File: src/rtl/vga_pkg.sv
// Shared VGA timing types and helpers for the parametrised timing generator.
package vga_pkg;

    typedef struct packed {
        int unsigned active;
        int unsigned fp;
        int unsigned sync;
        int unsigned bp;
    } axis_timing_t;

    typedef struct packed {
        axis_timing_t h;
        axis_timing_t v;
    } vga_timing_t;

    localparam vga_timing_t VGA_640x480 = '{
        h: '{active: 640, fp: 16, sync: 96, bp: 48},
        v: '{active: 480, fp: 10, sync: 2,  bp: 33}
    };

    typedef enum int unsigned {
        CM_MONO   = 0,
        CM_RGB111 = 1,
        CM_RGB332 = 2
    } color_mode_e;

    function automatic int unsigned h_total(input vga_timing_t t);
        return t.h.active + t.h.fp + t.h.sync + t.h.bp;
    endfunction

    function automatic int unsigned v_total(input vga_timing_t t);
        return t.v.active + t.v.fp + t.v.sync + t.v.bp;
    endfunction

endpackage

File: src/rtl/vga_delay_line.sv
// Tick-enabled shift register with synchronous clear; aligns sync/blank with pixel data.
module vga_delay_line #(
    parameter int WIDTH = 3,
    parameter int DEPTH = 1
) (
    input  logic             CLOCK_50,
    input  logic             clear,
    input  logic             tick,
    input  logic [WIDTH-1:0] din,
    output logic [WIDTH-1:0] dout
);

    if (DEPTH == 0) begin : g_wire
        logic unused_ok;
        assign unused_ok = &{1'b0, CLOCK_50, clear, tick};
        assign dout      = din;
    end else begin : g_shift
        logic [DEPTH-1:0][WIDTH-1:0] stage;

        always_ff @(posedge CLOCK_50) begin
            if (clear) begin
                stage <= '0;
            end else if (tick) begin
                stage[0] <= din;
                for (int i = 1; i < DEPTH; i++) begin
                    stage[i] <= stage[i-1];
                end
            end
        end

        assign dout = stage[DEPTH-1];
    end

endmodule

File: src/rtl/vga_timing_gen.sv
// Programmable VGA timing generator: fetch address runs LAT ticks ahead of the
// registered sync/blank/RGB outputs so frame-buffer read latency is hidden.
module vga_timing_gen
    import vga_pkg::*;
#(
    parameter int H_ACTIVE   = int'(VGA_640x480.h.active),
    parameter int H_FP       = int'(VGA_640x480.h.fp),
    parameter int H_SYNC     = int'(VGA_640x480.h.sync),
    parameter int H_BP       = int'(VGA_640x480.h.bp),
    parameter int V_ACTIVE   = int'(VGA_640x480.v.active),
    parameter int V_FP       = int'(VGA_640x480.v.fp),
    parameter int V_SYNC     = int'(VGA_640x480.v.sync),
    parameter int V_BP       = int'(VGA_640x480.v.bp),
    parameter int HS_POL     = 0,
    parameter int VS_POL     = 0,
    parameter int CLK_DIV    = 2,
    parameter int LAT        = 1,
    parameter int COLOR_MODE = 0,
    parameter int PIXEL_BITS = 2,
    parameter int X_W        = 10,
    parameter int Y_W        = 9
) (
    input  logic                  CLOCK_50,
    input  logic                  Reset,
    input  logic                  enable,
    input  logic [PIXEL_BITS-1:0] pixel,
    output logic [X_W-1:0]        pixel_x,
    output logic [Y_W-1:0]        pixel_y,
    output logic                  pixel_req,
    output logic                  frame_start,
    output logic                  line_start,
    output logic [7:0]            VGA_R,
    output logic [7:0]            VGA_G,
    output logic [7:0]            VGA_B,
    output logic                  VGA_HS,
    output logic                  VGA_VS,
    output logic                  VGA_CLK,
    output logic                  VGA_BLANK_N
);

    localparam vga_timing_t TIMING = '{
        h: '{active: H_ACTIVE, fp: V_FP * 0 + H_FP, sync: H_SYNC, bp: H_BP},
        v: '{active: V_ACTIVE, fp: V_FP, sync: V_SYNC, bp: V_BP}
    };
    localparam int H_TOTAL = int'(h_total(TIMING));
    localparam int V_TOTAL = int'(v_total(TIMING));
    localparam int HW      = $clog2(H_TOTAL);
    localparam int VW      = $clog2(V_TOTAL);
    localparam int DW      = $clog2(CLK_DIV);

    localparam logic [DW-1:0] DIV_LAST = DW'(CLK_DIV - 1);
    localparam logic [DW-1:0] DIV_HALF = DW'(CLK_DIV / 2);
    localparam logic [HW-1:0] H_LAST   = HW'(H_TOTAL - 1);
    localparam logic [VW-1:0] V_LAST   = VW'(V_TOTAL - 1);
    localparam logic [HW-1:0] H_ACT    = HW'(H_ACTIVE);
    localparam logic [VW-1:0] V_ACT    = VW'(V_ACTIVE);
    localparam logic [HW:0]   HS_START = (HW+1)'(H_ACTIVE + H_FP);
    localparam logic [HW:0]   HS_END   = (HW+1)'(H_ACTIVE + H_FP + H_SYNC);
    localparam logic [VW:0]   VS_START = (VW+1)'(V_ACTIVE + V_FP);
    localparam logic [VW:0]   VS_END   = (VW+1)'(V_ACTIVE + V_FP + V_SYNC);
    localparam logic          HS_ON    = (HS_POL != 0);
    localparam logic          VS_ON    = (VS_POL != 0);
    localparam color_mode_e   MODE     = color_mode_e'(COLOR_MODE);
    localparam int            MIN_PIX  = (COLOR_MODE == 2) ? 8 : (COLOR_MODE == 1) ? 3 : 1;

    if (CLK_DIV < 2 || (CLK_DIV % 2) != 0) begin : g_bad_div
        $error("CLK_DIV must be even and at least 2");
    end
    if (H_ACTIVE > (2 ** X_W)) begin : g_bad_xw
        $error("X_W too narrow for H_ACTIVE");
    end
    if (PIXEL_BITS < MIN_PIX || LAT < 0 || LAT > 7) begin : g_bad_pix
        $error("PIXEL_BITS too small for COLOR_MODE, or LAT outside 0..7");
    end

    logic [DW-1:0] div_cnt;
    logic          run;
    logic          vga_clk_q;
    logic [HW-1:0] h;
    logic [VW-1:0] v;
    logic          tick, go, clear;
    logic          in_active, hs_raw, vs_raw;
    logic [2:0]    raw_q, disp;
    logic [7:0]    px;
    logic [23:0]   rgb_map;

    assign tick      = (div_cnt == DIV_LAST);
    assign clear     = Reset || !enable;
    // run lags enable by a cycle so the tick after re-enable starts cleanly from div_cnt=0
    assign go        = enable && run && tick;
    assign in_active = (h < H_ACT) && (v < V_ACT);
    assign hs_raw    = ({1'b0, h} >= HS_START) && ({1'b0, h} < HS_END);
    assign vs_raw    = ({1'b0, v} >= VS_START) && ({1'b0, v} < VS_END);

    always_ff @(posedge CLOCK_50) begin
        if (Reset) begin
            div_cnt   <= '0;
            run       <= 1'b1;
            vga_clk_q <= 1'b0;
        end else begin
            run       <= enable;
            vga_clk_q <= (div_cnt >= DIV_HALF);
            if ((enable != run) || tick) div_cnt <= '0;
            else                         div_cnt <= div_cnt + DW'(1);
        end
    end

    always_ff @(posedge CLOCK_50) begin
        if (clear) begin
            h <= '0;
            v <= '0;
        end else if (go) begin
            if (h == H_LAST) begin
                h <= '0;
                v <= (v == V_LAST) ? '0 : v + VW'(1);
            end else begin
                h <= h + HW'(1);
            end
        end
    end

    always_ff @(posedge CLOCK_50) begin
        if (clear) begin
            pixel_req   <= 1'b0;
            pixel_x     <= '0;
            pixel_y     <= '0;
            line_start  <= 1'b0;
            frame_start <= 1'b0;
            raw_q       <= '0;
        end else begin
            line_start  <= go && (h == '0);
            frame_start <= go && (h == '0) && (v == '0);
            if (go) begin
                pixel_req <= in_active;
                pixel_x   <= in_active ? X_W'(h) : '0;
                pixel_y   <= in_active ? Y_W'(v) : '0;
                raw_q     <= {hs_raw, vs_raw, in_active};
            end
        end
    end

    vga_delay_line #(.WIDTH(3), .DEPTH(LAT)) u_delay (
        .CLOCK_50 (CLOCK_50),
        .clear    (clear),
        .tick     (go),
        .din      (raw_q),
        .dout     (disp)
    );

    assign px = 8'(pixel);

    always_comb begin
        rgb_map = '0;
        case (MODE)
            CM_MONO:   rgb_map[15:8] = (pixel != '0) ? 8'hFF : 8'h00;
            CM_RGB111: rgb_map = {{8{px[0]}}, {8{px[1]}}, {8{px[2]}}};
            CM_RGB332: rgb_map = {px[7:5], px[7:5], px[7:6],
                                  px[4:2], px[4:2], px[4:3],
                                  {4{px[1:0]}}};
            default:   rgb_map = '0;
        endcase
    end

    always_ff @(posedge CLOCK_50) begin
        if (clear) begin
            VGA_HS                <= ~HS_ON;
            VGA_VS                <= ~VS_ON;
            VGA_BLANK_N           <= 1'b0;
            {VGA_R, VGA_G, VGA_B} <= '0;
        end else if (go) begin
            VGA_HS                <= disp[2] ? HS_ON : ~HS_ON;
            VGA_VS                <= disp[1] ? VS_ON : ~VS_ON;
            VGA_BLANK_N           <= disp[0];
            {VGA_R, VGA_G, VGA_B} <= disp[0] ? rgb_map : 24'h0;
        end
    end

    assign VGA_CLK = vga_clk_q;

endmodule
File: config.mk
export PLATFORM = sky130hd
export DESIGN_NAME = vga_timing_gen
export DESIGN_NICKNAME = d
export VERILOG_FILES = /design/src/rtl/vga_pkg.sv /design/src/rtl/vga_delay_line.sv /design/src/rtl/vga_timing_gen.sv
export SDC_FILE = /design/constraint.sdc
export NUM_CORES = 1
export LEC_CHECK = 0
export ABC_AREA = 1
export BUFFER_PORTS_ARGS = -buffer_cell sky130_fd_sc_hd__buf_2
export CAP_MARGIN = 30
export CORE_ASPECT_RATIO = 1.75
export CORE_UTILIZATION = 28
export DETAILED_ROUTE_END_ITERATION = 10
export PLACE_DENSITY = 0.44
export SLEW_MARGIN = 20
export SYNTH_ARGS = -nofsm -noshare
export SYNTH_HDL_FRONTEND = slang
export SYNTH_SLANG_ARGS = --single-unit
File: constraint.sdc
create_clock -name CLOCK_50 -period 3.07 [get_ports CLOCK_50]
set_clock_uncertainty 0.1 [all_clocks]
set_input_delay 0.1535 -clock CLOCK_50 [delete_from_list [all_inputs] [get_ports CLOCK_50]]
set_output_delay 0.1535 -clock CLOCK_50 [all_outputs]
set_load 0.01 [all_outputs]
* Yosys cells after proc, flatten, opt, wreduce, memory -nomap -nowiden
Index checks and enable logic that the tools add are counted.
** Storage, ports and cells
- Bits in registers :: 78
- Bits of input ports :: 5
- Output and inout port bits :: 50
- Word-level logic and storage cells :: 54
** Cells by class
- Add/subtract/negate cells :: 3
- $lt $le $gt $ge :: 7
- Equality and inequality tests :: 3
- Multiplexer cells :: 8
- Reduce and logical (&&, ||, !) cells :: 15
** Operators by type and width (number)
- 2-to-1 mux 10 bit :: 3
- adder 10 x 1 -> 10 bit, second input constant :: 2
- equality test 10 bit, second input constant :: 2
- logical NOT 10 bit :: 2
- less-than comparator 10 bit, second input constant :: 2
- less-than comparator 10 x 9 -> 1 bit, second input constant :: 2
- 2-to-1 mux 16 bit :: 1
- >= comparator 10 bit, second input constant :: 1
- >= comparator 10 x 9 -> 1 bit, second input constant :: 1
- 2-to-1 mux 9 bit :: 1
- 2-to-1 mux 8 bit :: 1
- logical AND 1 bit :: 7
- logical OR 1 bit :: 2
- 2-to-1 mux 1 bit :: 2
- AND reduction 2 bit :: 1
- nonzero test 2 bit :: 1
- OR reduction 2 bit :: 1
- adder 1 bit, second input constant :: 1
- >= comparator 1 bit, second input constant :: 1
- logical NOT 1 bit :: 1
- != test 1 bit :: 1

* Logic depth before layout (Yosys ltp)
- Depth in word-level cells :: 4
- Mapped depth :: 10
- Depth with buffers taken out :: 10

* Modules after synthesis
A second synthesis with hierarchy kept.
** Unflattened totals
- Cells, all modules :: 373
- Area, all modules :: 2628.8 sq um
** By module, submodules not included
- vga_timing_gen :: times used 1, cells each 354, area each 2508.7 sq um, seq. area each 1021.0 sq um
- vga_delay_line :: times used 1, cells each 19, area each 120.1 sq um, seq. area each 60.1 sq um

* Worst setup path after synthesis
OpenSTA, ideal clock, no wires.
- Path kind :: reg-to-reg
- Start :: register h[0]
- End :: register v[9]
- Setup time :: 0.110 ns
- Arrival :: 1.225 ns
- Data required time :: 2.860 ns
- Setup slack :: 1.635 ns
- Stages on the path, launching flop included :: 11
- Buffers on the path :: 0
- Period minus slack after synthesis :: 1.435 ns
- Path through :: dfxtp_1 -> ha_1 -> nand2_1 -> nor2_4 -> nand2_4 -> inv_2 -> nand2_1 -> nand2_2 -> nand2_2 -> nand2_1 -> nor2_1
** Between the ends
- Longest elaborated chain between the ends :: 2
** RTL lines
- start, declared :: RTL line vga_timing_gen.sv:79 : logic [HW-1:0] h;
- start signal, assigned :: RTL line vga_timing_gen.sv:117 : h <= h + HW'(1);
- equality test 10 bit :: RTL line vga_timing_gen.sv:113 : if (h == H_LAST) begin
- AND reduction 2 bit (no line)
- end signal, assigned :: RTL line vga_timing_gen.sv:115 : v <= (v == V_LAST) ? '0 : v + VW'(1);
- end, declared :: RTL line vga_timing_gen.sv:80 : logic [VW-1:0] v;
Every way passes these cells.
A chain may end at the register's enable or synchronous reset.

* Final worst setup path
- Start :: register run
- End :: register v[7]
** Between the ends
- Longest elaborated chain between the ends :: 3
** RTL lines
- start, declared :: RTL line vga_timing_gen.sv:77 : logic run;
- start signal, assigned :: RTL line vga_timing_gen.sv:101 : run <= enable;
- logical AND 1 bit (2 in series) :: RTL line vga_timing_gen.sv:90 : assign go = enable && run && tick;
- AND reduction 2 bit (no line)
Every way passes these cells.

==> results list <==
- The flow ran to the end, and the final reports show no timing, DRC or antenna violations.
- For this run the aggregate overflow at the end of global routing stands at 0.
- The share of synthesized area in the top cell type comes to 0.4142.
* Total area of sequential cells: 1081 um2
- The final max-slew violation count is 0.
- Fill cells in the final layout number 1005.
- Primary flip-flop cell chosen by synthesis mapping: dfxtp_1
- GR met3 Demand/Resource: 0.02857
- Core utilization of the finished layout: 0.3284
- Mapped cell area: 2610 um2
* Post-synth ARST share: 0
* Top cells by area, synth: dfxtp_1 41%, nand2_1 10%, buf_4 7.2%
* Die X-Extent: 74.99 um
* Final wirelength: 6324 um
- Buffers placed on the I/O ports in this run total 38.
- Cts bufs inserted: 5
* Total via count in the routed design: 2268
- Entering global routing, the biggest net connects 34 pins.
* Number of levels the H-tree was split into: 2
* Cell with the most instances after synthesis: nand2_1
- The floorplan step set the die height to 129.7 um.
* Sequential share of the synthesized area: 0.4142
- Synthesis handed over a netlist of 360 instances.
* Synth area leader: dfxtp_1
* Maximum fanout along the worst path: 12
* Worst min-delay path category: in2reg
- Number of antenna cells inserted: 0
- Maximum Capacitance Violations: 0
* Total number of placement rows: 46
- Average wire per standard cell: 12.42 um
* Share of layout cells above drive strength 1: 0.1671
- Clk_lat worst skew: 0.29 ns
* Static leakage: 0.001284 uW
- In the final timing run, aggregate negative setup slack is 0 ns.
* Final Hold Fails: 0
- The count of nets left with antenna violations once routing finished came out at 0.
* Initial core utilization: 0.2888
* Post-synth top cells: 70 x nand2_1, 54 x dfxtp_1, 45 x nor2_1
- Synthesis inferred 54 register bits.
- The startpoint identified for the worst hold timing path is enable.
* Power per cell area: 464.7 nW/um2
* Placed Cells: 500
- Final Net Count: 398
- Type of the worst setup path: reg2reg
- GRT Resource Usage Total: 0.1400
- The area growth from synthesis to layout is 13.71%.
- Across the VDD grid, the largest voltage drop is 0.2190 mV.
- Summing all multi-input logic gate instances after layout gives 1210 um2.
- Critical register-to-register path startpoint: run
- The layer flagged by global routing as most heavily used is met2.
- Startpoint class of the critical path: flop
- Count of routing violations after the opening detailed-route iteration: 81
- Dividing the detail-routed via count by the number of cells gives 4.456.
- Derived from the worst setup path, the maximum achievable clock frequency is 560.7 MHz.
- At the end of routability-driven placement, the weighted congestion stood at 0.8258.
* Final instance count without filler cells: 509
- Setup violations remaining at the end of the flow were counted as 0.
- Detailed-route DRC error count: 0
- The via count of the first global-routing pass is 2117.
- PostCTS Resize Cnt: 0
- Core outline area: 9036 um2
- Yosys mapped a number of flops with a built-in enable equal to 0.
- Shortest clock period the worst path allows after layout: 1.784 ns
- Yosys printed 0 warnings.
- Clock tree root driver cell: clkbuf_16
* First-pass GRT wire length: 10030 um
- Router iterations before antenna repair: 4
- Global-route track usage on met1: 0.1365
- Once detailed placement completed, the half-perimeter wirelength came to 4625 um.
- Setup repair after global routing left no endpoint under its margin.
* Global Route met2 Usage: 0.2660
- Initial antenna violation count: 0
- The critical path starts at run.
- Post-CTS timing repair inserted 0 buffers for setup.
- Data arrives at the worst endpoint at 1.86 ns.
- At the worst endpoint, the required time is 3.15 ns.
- The worst setup path is captured at a flop.
- TritonCTS built the clock tree.
* Count of cell types in the netlist: 27
- Clock Pin Slew Worst Setup and Hold Paths: 0.07 ns
- Sink Count: 54
* Period utilisation layout: 0.5810
* Avg Cell Area, Syn: 7.250 um2
- Clk buf depth: 2
- The floorplan step defined a die boundary enclosing 9727 um2.
- Ports placed on the boundary: 55
-- sequential cells by signal, indices dropped and copies added, names as in the netlist, 3 cells and up --
name / flops
h: 10
pixel_x: 10
v: 10
pixel_y: 9
raw_q: 3
u_delay.dout: 3
-- cell usage in the layout, fill, tap and decap left out --
cell type,instances
a211oi_1,1
a21oi_1,34
and3b_1,1
buf_2,38
buf_4,4
clkbuf_16,5
clkbuf_8,2
clkinv_4,1
conb_1,16
dfxtp_1,54
dlygate4sd3_1,1
ha_1,5
inv_1,34
inv_2,2
nand2_1,70
nand2_2,3
nand2_4,1
nand3_1,30
nand3_2,2
nand4_1,12
nor2_1,45
nor2_2,1
nor2_4,1
nor2_8,1
nor3_1,3
nor3_2,3
o21ai_0,13
o21ai_1,1
or2_2,1
xor2_1,4
-- power by group --
group / internal [uW] / total [uW] / switching [uW]
clock network: 349 / 613 / 264
registers: 705 / 708 / 2.95
logic: 14.1 / 57.7 / 43.7
-- logic make-up after synthesis --
logic type	count (synthesis)	synth area share
AO/OA/AOI/OAI	49	0.09492
XOR/XNOR	4	0.01342
adder cells (fa/ha/maj)	5	0.02397
buffers and inverters	73	0.1438
flip-flops	54	0.4142
other	1	0.001437
AND/OR/NAND/NOR	174	0.3082
-- worst max-delay path, stage by stage (launching register included) --
cell and delay [ns]:
dfxtp_1 0.31, ha_1 0.14, nand2_2 0.12, inv_1 0.38, nand4_1 0.33, nand2_1 0.13, inv_1 0.04, nor2_1 0.07
nor2_1 0.04
-- stage by stage --
step                instance area [um2]  power (uW)  setup slack, ns  hold slack [ns]
detailed placement                 2796       782.5            1.275           0.2508
floorplan                          2666       781.3            1.635           0.1249
finish                             2968        1379            1.286          0.05858
CTS                                2968        1400            1.265          0.05765
global placement                   2796       782.0            1.291           0.2498
global route                       2968        1440            1.033          0.08860
-- repair_timing --
item | 4_1_cts | 5_1_grt
setup endpoints to repair | 0 | 0
hold buffers | 1 | 0
hold endpoints to repair | 3 | 0
-- cell type report --
class                   count  share of cell area
repair buffers             43             0.07757
clock inverters             1            0.002951
inverters                  36             0.04553
well taps                 120             0.05059
multi-input cells         248              0.4077
clock buffers               7             0.05143
flip-flops and latches     54              0.3643
-- metal layers --
metal | vias up | wire length, um
li1 | 1173 | -
met1 | 1029 | 2474
met2 | 52 | 3431
met3 | 14 | 209
met4 | 0 | 209
met5 | - | 0
-- final timing paths --
kind / end / slack [ns] / depth (start not counted)
setup / recovery: v[7] / 1.29 / 8
hold / removal: div_cnt / 0.06 / 3
setup reg to reg: v[7] / 1.29 / 8
hold reg to reg: VGA_HS / 0.35 / 1
Power figures use the tool's default switching activity.
